`src/rtl/csa_resolver_seq_if.sv`:
```
// Handshake/bus interface for csa_resolver_seq.
//
// Valid/ready semantics (both directions): a transfer happens at a rising
// clock edge where valid and ready are both high. A producer that raises
// valid keeps its payload stable until that edge. Valid never waits on ready.
// The consumer may raise or drop ready freely.
//
// The slave modport is the resolver side. The master modport is the
// upstream/downstream side. dbg_state exposes the resolver FSM state.
interface csa_resolver_seq_if #(
  parameter int Width = 32
);
  logic             i_vld;
  logic             o_rdy;
  logic [Width-1:0] i_d;
  logic [Width-1:0] i_c;
  logic             i_cin;
  logic             o_vld;
  logic             i_rdy;
  logic [Width-1:0] o_d;
  logic             o_c;
  logic             o_busy;
  logic [1:0]       dbg_state;

  modport slave (
    input  i_vld, i_d, i_c, i_cin, i_rdy,
    output o_rdy, o_vld, o_d, o_c, o_busy, dbg_state
  );

  modport master (
    output i_vld, i_d, i_c, i_cin, i_rdy,
    input  o_rdy, o_vld, o_d, o_c, o_busy, dbg_state
  );
endinterface

```
`src/rtl/csa_resolver_seq.sv`:
```
// csa_resolver_seq: folds a carry-save pair (sum, carry) back into plain
// binary. Each RUN cycle resolves one Chunk-bit slice. A registered ripple
// carry links the slices, so one operand takes Width/Chunk RUN cycles.
//   {o_c, o_d} = i_d + {i_c[Width-2:0], 1'b0} + i_cin
// Optional macro CSA_RESOLVE_BYPASS_EN: when the operand has no carry
// content (shifted carry vector zero and i_cin zero), the sum vector is
// already the answer. The FSM then goes straight from IDLE to DONE.
module csa_resolver_seq #(
  parameter int Width = 32,
  parameter int Chunk = 8
) (
  input  logic                     i_clkp,
  input  logic                     i_rstn,
  csa_resolver_seq_if.slave        bus
);

  localparam int N  = Width / Chunk;
  localparam int KW = (N > 1) ? $clog2(N) : 1;

  typedef enum logic [1:0] {
    IDLE = 2'd0,
    RUN  = 2'd1,
    DONE = 2'd2
  } state_t;

  state_t           state_q, state_d;
  logic [Width-1:0] d_q;
  logic [Width-1:0] c_q;
  logic             cy_q;
  logic [KW-1:0]    k_q;
  logic [Width-1:0] res_d_q;
  logic             res_c_q;

  logic             accept;
  logic             last_slice;
  logic [Chunk:0]   slice_sum;
  logic             bypass_hit;

  // The top carry bit has weight 2^Width, so it never reaches the result.
  logic unused_c_msb;
  assign unused_c_msb = bus.i_c[Width-1];

  assign accept     = bus.i_vld && (state_q == IDLE);
  assign last_slice = (k_q == KW'(N - 1));

  // Narrow adder for the current slice, including the rippled carry.
  assign slice_sum = {1'b0, d_q[k_q*Chunk +: Chunk]}
                   + {1'b0, c_q[k_q*Chunk +: Chunk]}
                   + {{Chunk{1'b0}}, cy_q};

`ifdef CSA_RESOLVE_BYPASS_EN
  assign bypass_hit = (bus.i_c[Width-2:0] == '0) && !bus.i_cin;
`else
  assign bypass_hit = 1'b0;
`endif

  // State register; reset discards any in-flight operand.
  always_ff @(posedge i_clkp) begin
    if (i_rstn) state_q <= IDLE;
    else        state_q <= state_d;
  end

  // Next-state and handshake outputs.
  always_comb begin
    state_d    = state_q;
    bus.o_rdy  = 1'b0;
    bus.o_vld  = 1'b0;
    bus.o_busy = 1'b0;
    case (state_q)
      IDLE: begin
        bus.o_rdy = 1'b1;
        if (accept) state_d = bypass_hit ? DONE : RUN;
      end
      RUN: begin
        bus.o_busy = 1'b1;
        if (last_slice) state_d = DONE;
      end
      DONE: begin
        bus.o_busy = 1'b1;
        bus.o_vld  = 1'b1;
        if (bus.i_rdy) state_d = IDLE;
      end
      default: state_d = IDLE;
    endcase
  end

  // Operand capture at accept and slice-by-slice result build-up in RUN.
  always_ff @(posedge i_clkp) begin
    if (i_rstn) begin
      d_q     <= '0;
      c_q     <= '0;
      cy_q    <= 1'b0;
      k_q     <= '0;
      res_d_q <= '0;
      res_c_q <= 1'b0;
    end else begin
      case (state_q)
        IDLE: begin
          if (accept) begin
            d_q  <= bus.i_d;
            c_q  <= {bus.i_c[Width-2:0], 1'b0};
            cy_q <= bus.i_cin;
            k_q  <= '0;
            if (bypass_hit) begin
              res_d_q <= bus.i_d;
              res_c_q <= 1'b0;
            end
          end
        end
        RUN: begin
          res_d_q[k_q*Chunk +: Chunk] <= slice_sum[Chunk-1:0];
          cy_q <= slice_sum[Chunk];
          k_q  <= k_q + KW'(1);
          if (last_slice) res_c_q <= slice_sum[Chunk];
        end
        default: ;
      endcase
    end
  end

  assign bus.o_d       = res_d_q;
  assign bus.o_c       = res_c_q;
  assign bus.dbg_state = state_q;

endmodule
```
`src/flat_wrapper.sv`:
```
// flat-port wrapper written by rule: the top's interface ports become plain ports
module csa_resolver_seq_flat 
#(
  parameter int Width = 32,
  parameter int Chunk = 8
)
  (i_clkp, i_rstn, bus_i_vld, bus_i_d, bus_i_c, bus_i_cin, bus_i_rdy, bus_o_rdy, bus_o_vld, bus_o_d, bus_o_c, bus_o_busy, bus_dbg_state);
  csa_resolver_seq_if #(.Width(Width)) bus_i ();
  input  logic i_clkp;
  input  logic i_rstn;
  input wire logic [$bits(bus_i.i_vld)-1:0] bus_i_vld;
  input wire logic [$bits(bus_i.i_d)-1:0] bus_i_d;
  input wire logic [$bits(bus_i.i_c)-1:0] bus_i_c;
  input wire logic [$bits(bus_i.i_cin)-1:0] bus_i_cin;
  input wire logic [$bits(bus_i.i_rdy)-1:0] bus_i_rdy;
  output wire logic [$bits(bus_i.o_rdy)-1:0] bus_o_rdy;
  output wire logic [$bits(bus_i.o_vld)-1:0] bus_o_vld;
  output wire logic [$bits(bus_i.o_d)-1:0] bus_o_d;
  output wire logic [$bits(bus_i.o_c)-1:0] bus_o_c;
  output wire logic [$bits(bus_i.o_busy)-1:0] bus_o_busy;
  output wire logic [$bits(bus_i.dbg_state)-1:0] bus_dbg_state;
  assign bus_i.i_vld = bus_i_vld;
  assign bus_i.i_d = bus_i_d;
  assign bus_i.i_c = bus_i_c;
  assign bus_i.i_cin = bus_i_cin;
  assign bus_i.i_rdy = bus_i_rdy;
  assign bus_o_rdy = bus_i.o_rdy;
  assign bus_o_vld = bus_i.o_vld;
  assign bus_o_d = bus_i.o_d;
  assign bus_o_c = bus_i.o_c;
  assign bus_o_busy = bus_i.o_busy;
  assign bus_dbg_state = bus_i.dbg_state;
  csa_resolver_seq #(.Width(Width), .Chunk(Chunk)) u_core (.i_clkp(i_clkp), .i_rstn(i_rstn), .bus(bus_i));
endmodule
```
`config.mk`:
```
export PLATFORM = sky130hd
export DESIGN_NAME = csa_resolver_seq_flat
export DESIGN_NICKNAME = d
export VERILOG_FILES = /design/src/rtl/csa_resolver_seq_if.sv /design/src/rtl/csa_resolver_seq.sv /design/src/flat_wrapper.sv
export SDC_FILE = /design/constraint.sdc
export NUM_CORES = 1
export LEC_CHECK = 0
export CAP_MARGIN = 20
export CORE_AREA = 2 2 102 104
export DETAILED_ROUTE_END_ITERATION = 10
export DIE_AREA = 0 0 104 106
export HOLD_SLACK_MARGIN = 0.06
export PLACE_DENSITY_LB_ADDON = 0.15
export REMOVE_ABC_BUFFERS = 1
export SKIP_LAST_GASP = 1
export SLEW_MARGIN = 25
export SYNTH_ARGS = -nofsm -noshare
export SYNTH_HDL_FRONTEND = slang
export SYNTH_SLANG_ARGS = --single-unit
```
`constraint.sdc`:
```
create_clock -name i_clkp -period 4.85 [get_ports i_clkp]
set_input_delay 0.485 -clock i_clkp [delete_from_list [all_inputs] [get_ports i_clkp]]
set_output_delay 0.485 -clock i_clkp [all_outputs]
set_load 0.02 [all_outputs]
```
-- Yosys cells after proc, flatten, opt, wreduce, memory -nomap -nowiden
Index checks and enable logic that the tools add are counted.
- logic and storage cells: 41
- input bits: 69
- output and inout bits: 38
- register bits after elaboration: 101
- add/sub/neg operators: 4
- equality and inequality tests: 6
- multiplexer cells: 12
- reduce and logical (&&, ||, !) cells: 8
- shifts and indexed selects: 4
- operators by type and width (kind ; count):
    32-bit by 6-bit variable part select with 8-bit output ; 2
    5-bit negator with 34-bit output ; 1
    8-bit by 34-bit variable shift with 32-bit output, first input constant ; 1
    8-bit by 34-bit variable part select with 32-bit output ; 1
    32-bit bitwise mux ; 1
    8-bit by 8-bit adder with 9-bit output ; 1
    9-bit by 1-bit adder with 9-bit output ; 1
    2-bit 2-to-1 mux ; 4
    2-bit one-hot mux with 3 select lines ; 1
    2-bit AND reduction ; 3
    2-bit equality test, second input constant ; 2
    1-bit 2-to-1 mux ; 4
    2-bit by 1-bit inequality test with 1-bit output, second input constant ; 2
    2-bit one-hot mux with 2 select lines ; 1
    3-bit AND reduction ; 1
    2-bit by 1-bit adder with 2-bit output, second input constant ; 1
    2-bit by 1-bit equality test with 1-bit output, second input constant ; 1
    2-bit zero test ; 1
    2-bit inequality test, second input constant ; 1
    1-bit one-hot mux with 2 select lines ; 1
    2-bit nonzero test ; 1
    2-bit OR reduction ; 1
    1-bit logical AND ; 1

-- Logic depth before layout (Yosys ltp)
Gate-level depths: netlist (run 1).
- depth after elaboration: 5
- gate-level depth with buffers: 12
- mapped depth without buffers: 10

-- Worst setup path after synthesis (run 1)
OpenSTA, ideal clock, no wires.
- kind: flip-flop to flip-flop
- start: reg u_core.k_q[1]
- end: reg u_core.res_d_q[6], in the netlist u_core.bus.o_d[6]
- path buffers: 2
- required time: 4.733 ns
- setup slack: 1.919 ns
- period minus slack after synthesis: 2.931 ns
- data arrival time: 2.814 ns
- cell stages (with the launch flop): 13
- library setup time: 0.117 ns
- path through: dfxtp_1 -> clkbuf_1 -> buf_2 -> inv_1 -> nand3_1 -> o21ai_0 -> fa_1 -> fa_1 -> a21oi_1 -> o21ai_0 -> a21oi_1 -> xnor2_1 -> a22o_2
- word-level cells in the longest chain between the ends: 5
- elaborated cells on any way between the ends: 8
- classes of those cells: add/sub: 3; shift: 4; mux: 1
- ends and longest elaborated chain (element ; RTL line ; RTL):
    start, declared ; csa_resolver_seq.sv:30 ; logic [KW-1:0] k_q;
    start signal, assigned ; csa_resolver_seq.sv:113 ; k_q <= k_q + KW'(1);
    32-bit by 6-bit variable part select with 8-bit output, on equally long branches ; csa_resolver_seq.sv:47, csa_resolver_seq.sv:48 ;
    8-bit by 8-bit adder with 9-bit output ; csa_resolver_seq.sv:48 ; + {1'b0, c_q[k_q*Chunk +: Chunk]}
    9-bit by 1-bit adder with 9-bit output ; csa_resolver_seq.sv:49 ; + {{Chunk{1'b0}}, cy_q};
    8-bit by 34-bit variable part select with 32-bit output ; csa_resolver_seq.sv:111 ; res_d_q[k_q*Chunk +: Chunk] <= slice_sum[Chunk-1:0];
    32-bit bitwise mux * ; csa_resolver_seq.sv:111 ;
    end signal, assigned ; csa_resolver_seq.sv:105 ; res_d_q <= bus.i_d;
    end signal, assigned by index ; csa_resolver_seq.sv:111 ;
    end, declared ; csa_resolver_seq.sv:31 ; logic [Width-1:0] res_d_q;
Mark *: on every way between the ends. The rest lies on a longest branch, timed or not.
A chain may end at the register's enable or synchronous reset.

-- Final worst setup path (run 1)
Same ends and word-level chain as after synthesis.

==> flow_summary.ini, run 1 <==
[global_routing]
grt_max_degree = 90
grt_overflow = 0
grt_pass1_wl_mm = 15.88
antenna_found_initial = 0
grt_pass1_vias = 3491
grt.total_usage_pct = 17.66

[synthesis]
synth_top_area_share_pct = 46.17
syn_avg_cell_area_um2 = 9.104
ys_types = 41
ys_warn_count = 0
netlist_instances = 481
synthTopCellsByArea = dfxtp_1 46%, nand2_1 12%, a21oi_1 8.7%, mux4_2 5.7%, ha_1 4.6%
ys_seq_area_share_pct = 46.17
synth_top_area_cell = dfxtp_1
synth_area_mm2 = 0.004379
synth_seq_cells = 101

[sta]
min_period_ns = 3.054
hold_viol = 0
tns_ns = 0
skew_ns = 0.01243
setup_viol = 0
max_slew_margin_pct = 42.43
worst_pin_slew_ns = 0.8636
fin_ws_ns = 1.796
whs_ns = 0.4540
fmax_ghz = 0.3274
fin_crit_sh_pct = 62.98
rsz0062_at_grt = no
slew_violations = 0

[worst_hold_path]
hp-class = reg -> reg

[final_layout]
drive_gt1_share_pct = 7.972
syn_to_final_growth_pct = 30.57
final_area_mm2 = 0.005718
nets = 659
antenna_cells = 0

[placement]
dpl_cell_area_mm2 = 0.005503
place_congestion = 0.7762
hpwl_mm = 6.957
dp_slack_ns = 1.790
port_buffers = 105

[power_and_ir_drop]
finalPower_w = 0.002445
powerDensity_mw_per_mm2 = 427.5
cellLeakagePower_nw = 2.168
vdd_ir_drop_max_mv = 0.2281

[die]
io_pins = 107
dieWidth_um = 104
coreArea_mm2 = 0.01000
fp-row-count = 37
die_area_mm2 = 0.01102
die-height_um = 106
start_util_pct = 43.79

[clock_network]
clk_pin_slew_worst_paths_ns = 0.09
clockBufferDepth = 2
cts_buffers = 9
cts_resized = 0
cts_tree = yes
cts-root-buf = clkbuf_8
post_cts_buffers = 0
htree_levels = 3
cts_hold_buf = 0
clock_sinks = 101
insertion_delay_ns = 0.36

[worst_setup_path]
crit_path_start_kind = flip-flop
worstSetupEndpointType = flip-flop
path_class = reg -> reg
critPathRequiredTime_ns = 5.10
critPathMaxFanout = 16
cp.arrival_ns = 3.30

[routing]
post-route-drc-count = 0
totalWireLength_mm = 9.553
drt_iter0_drc = 106
detail-route-antenna-nets = 0
viasPerCell = 5.029
wl_per_cell_um = 13.40
vias = 3586
first_pass_iters = 4

[outcome]
status = finished clean

[flow_run]
maxCapViolCount = 0
[state kept, by name, summed over array words and instances, names as in the netlist]
signal / flops
u_core.bus.o_c: 1
u_core.bus.dbg_state: 2
u_core.c_q: 31
u_core.d_q: 32
u_core.cy_q: 1
u_core.bus.o_d: 32
u_core.k_q: 2
[cells by family (layout without fill, tap and decap cells)]
kind of cell	after synthesis	count (layout)	synth area share [%]
buffers and inverters	41	137	3.943
AND/OR/NAND/NOR	174	174	17.20
adder cells (fa/ha/maj)	18	18	5.486
multiplexers	19	19	8.972
flip-flops	101	101	46.17
XOR/XNOR	5	5	1.000
AO/OA/AOI/OAI	123	123	17.23
[per-stage QoR]
| step | utilization (%) | std cells |
|---|---|---|
| finish | 57.18 | 713 |
| global route | 57.18 | 713 |
| CTS | 57.17 | 713 |
| detailed placement | 55.03 | 697 |
| global placement | 54.98 | 697 |
| floorplan | - | 453 |
[per-layer routing]
metal  track usage [%]  wire (um)  up-vias
li1                  -          -     1840
met1             22.41       4473     1645
met2             30.03       4528       90
met3             3.004        407       11
met4             7.143        144        0
met5                 0          0        -
[area by class of cell]
type / count / area, um2
clock buffers: 10 / 127.6
clock inverters: 6 / 86.33
fillers: 965 / 4282
inverters: 13 / 48.80
multi-input cells: 339 / 2195
flip-flops and latches: 101 / 2022
well taps: 136 / 170.2
repair buffers: 108 / 1069
[synth_stat cells (all sizes together)]
cell type / n
ha: 16
o22ai: 1
a22o: 16
and2b: 5
inv: 13
and2: 1
and4b: 3
o21a: 1
a32oi: 1
clkbuf: 15
o22a: 1
mux4: 15
nor4: 1
a21oi: 76
fa: 2
nand3: 2
a21o: 1
o21ai: 9
o211a: 1
xor2: 2
nor4b: 1
mux2i: 4
nand2: 139
a2bb2oi: 1
a211oi: 1
o31ai: 1
a22oi: 13
nor2: 19
nand2b: 2
buf: 13
xnor2: 3
dfxtp: 101
nor3: 1
[path summary, 6_finish.rpt]
check	endpoint	start	cells past startpoint	slack [ns]
setup / recovery	u_core.bus.o_d[6]	u_core.k_q[1]	9	1.80
hold / removal	u_core.c_q[1]	u_core.c_q[1]	2	0.45
setup reg to reg	u_core.bus.o_d[6]	u_core.k_q[1]	9	1.80
hold reg to reg	u_core.c_q[1]	u_core.c_q[1]	2	0.45
[worst max-delay path, stage by stage (launching register included)]
cell	delay (ns)
dfxtp_1	0.44
buf_4	0.30
mux4_1	0.37
fa_1	0.44
fa_1	0.42
a21oi_1	0.25
o21ai_0	0.12
a21oi_1	0.19
xnor2_1	0.15
a22o_2	0.26
[power breakdown]
group / internal [W] / switching (W) / leakage (nW)
clock: 0.000291 / 0.000280 / 0.107
combinational: 0.000358 / 0.000513 / 1.24
sequential: 0.000943 / 0.0000590 / 0.824
total: 0.00159 / 0.000853 / 2.17
[cell usage in the layout (no fill, tap or decap), types with 2 or more instances in the layout]
cell type	Yosys	routed
nand2_1	139	138
clkdlybuf4s50_1	0	104
dfxtp_1	101	101
a21oi_1	76	76
nor2_1	19	19
ha_1	16	16
a22oi_1	13	13
inv_1	12	12
a22o_1	12	12
mux4_2	11	11
clkbuf_8	0	9
o21ai_0	5	5
mux4_1	4	4
mux2i_1	4	4
a22o_2	4	4
and4b_1	3	3
and2b_1	3	3
xnor2_1	3	3
buf_4	0	3
nand3_1	2	2
nand2b_1	2	2
o21ai_1	2	2
xor2_1	2	2
and2b_2	2	2
o21ai_2	2	2
fa_1	2	2
clkinv_2	0	2
bufinv_16	0	2
(Power assumes the default switching activity.)
==> run 2, diff against run 1 <==
- clock period: 4.85 -> 2.9 ns (I/O delays scaled with it)
==> run 2 against run 1 <==
Compared with the run above:
- worst hold slack got worse by 0.018 ns
- sequential cell count unchanged
- first-iteration DRC count decreased by 4.7%
- count of clock-buffer cells in the layout unchanged
- design area increased by 1.8%
- critical path depth decreased by 1
- critical path type unchanged
- critical endpoint unchanged
- highest routed layer unchanged
==> flow_summary.ini, run 2 (synthesized netlist as in run 1, its figures left out) <==
[sta]
hold_viol = 0
setup_viol = 0
tns_ns = 0
fmax_ghz = 0.3614
fin_crit_sh_pct = 95.42
min_period_ns = 2.767
worst_pin_slew_ns = 0.6250
skew_ns = 0.01699
max_slew_margin_pct = 58.34
rsz0062_at_grt = no
slew_violations = 0
whs_ns = 0.4360
fin_ws_ns = 0.1329

[routing]
met1_length_mm = 4.747
first_pass_iters = 4
wl_per_cell_um = 13.64
wl_met2_mm = 4.642
detail-route-antenna-nets = 0
met3WireLength_um = 357
totalWireLength_mm = 9.833
drt_iter0_drc = 101
post-route-drc-count = 0
top_layer = met4
vias = 3585
viasPerCell = 4.972

[worst_hold_path]
hp-class = in -> reg

[die]
io_pins = 107
coreArea_mm2 = 0.01000
die_area_mm2 = 0.01102
start_util_pct = 43.79
dieWidth_um = 104
fp-row-count = 37
die-height_um = 106

[power_and_ir_drop]
combinationalPowerShare_pct = 36.9
p_seq_share_pct = 40.3
vdd_ir_drop_max_mv = 0.2872
p_int_w = 0.002676
cellLeakagePower_nw = 2.215
clkPwrFrac_pct = 22.8
switchingPower_w = 0.001485
sw_frac_of_total_pct = 35.68
powerDensity_mw_per_mm2 = 714.8

[placement]
port_buffers = 105
hpwl_mm = 7.354
dp.cells = 705
place_congestion = 0.7736
dpl_cell_area_mm2 = 0.005558
dp_slack_ns = 0.05862

[worst_setup_path]
cp.arrival_ns = 3.03
critPathMaxFanout = 4
crit_path_start_kind = flip-flop
path_class = reg -> reg
worstSetupEndpointType = flip-flop
critPathRequiredTime_ns = 3.16

[clock_network]
cts_tree = yes
cts_buffers = 9
clk_pin_slew_worst_paths_ns = 0.11
post_cts_buffers = 0
cts-root-buf = clkbuf_8
htree_levels = 3
insertion_delay_ns = 0.37
clockBufferDepth = 2
clock_sinks = 101

[final_layout]
syn_to_final_growth_pct = 32.91
final_area_mm2 = 0.005821
layout_commonest_cell = nand2_1
final_cell_mix = 138 x nand2_1, 104 x clkdlybuf4s50_1, 101 x dfxtp_1
nFillCells = 949
nets = 667
drive_gt1_share_pct = 10.60
antenna_cells = 0
fin_cells = 721

[flow_run]
maxCapViolCount = 0

[global_routing]
grt_overflow = 0
grt.total_usage_pct = 18.05
grt_pass1_vias = 3515
grt_max_degree = 59
grt_pass1_wl_mm = 16.31
antenna_found_initial = 0

[outcome]
status = finished clean
## run 2: cell types whose count changed in the layout (fill, tap and decap cells not counted), moves of 2 or more
cell and delta:
buf_4 +6, clkinv_2 -2, a21oi_2 +3, a21oi_1 -3, buf_6 +2, inv_6 +2
## run 2: timing repair
item	4_1_cts	5_1_grt
hold buffers	0	0
resized for setup	0	9
setup endpoints to repair	0	18
## run 2: final timing paths
check	start	end	slack, ns	cells after the start
worst min-delay path	i_rstn	u_core.bus.dbg_state[1]	0.44	2
worst max register to register	u_core.k_q[0]	u_core.bus.o_d[6]	0.13	8
worst min register to register	u_core.bus.o_d[23]	u_core.bus.o_d[23]	0.45	2
worst max-delay path	u_core.k_q[0]	u_core.bus.o_d[6]	0.13	8
## run 2: area by class of cell
class,count,area [um2],area share [%]
Clock inverter,6,76.32,1.311
Inverter,13,48.80,0.8383
Multi-Input combinational cell,339,2230,38.31
Sequential cell,101,2022,34.74
Clock buffer,10,137.6,2.365
Timing Repair Buffer,116,1136,19.52
Tap cell,136,170.2,2.923
## run 2: metrics by stage
stage                     utilization, %  total power [W]
final                              58.21         0.004161
after global routing               58.21         0.004427
after detailed placement           55.58         0.003215
after floorplan                        -         0.002678
after CTS                          57.72         0.004154
after global placement             55.58         0.003173
## run 2: worst max-delay path, cell delays in order, from the launching register on
cell	delay, ns
dfxtp_1	0.37
mux4_1	0.59
fa_1	0.45
fa_2	0.39
a21oi_2	0.20
o21ai_0	0.14
a21oi_2	0.19
xnor2_2	0.11
a22o_2	0.24
## run 2: routing by layer
| metal | vias up | track usage [%] |
|---|---|---|
| li1 | 1849 | - |
| met1 | 1655 | 23.89 |
| met2 | 74 | 29.84 |
| met3 | 7 | 3.250 |
| met4 | 0 | 6.274 |
| met5 | - | 0 |
## run 2: power groups by stage
stage	registers (W)	clock network [W]	logic (W)
3_5_place_dp	0.00171	0	0.00151
2_1_floorplan	0.00175	0	0.000925
4_1_cts	0.00168	0.000967	0.00151
5_1_grt	0.00170	0.00102	0.00171
6_report	0.00168	0.000949	0.00154
3_3_place_gp	0.00170	0	0.00148
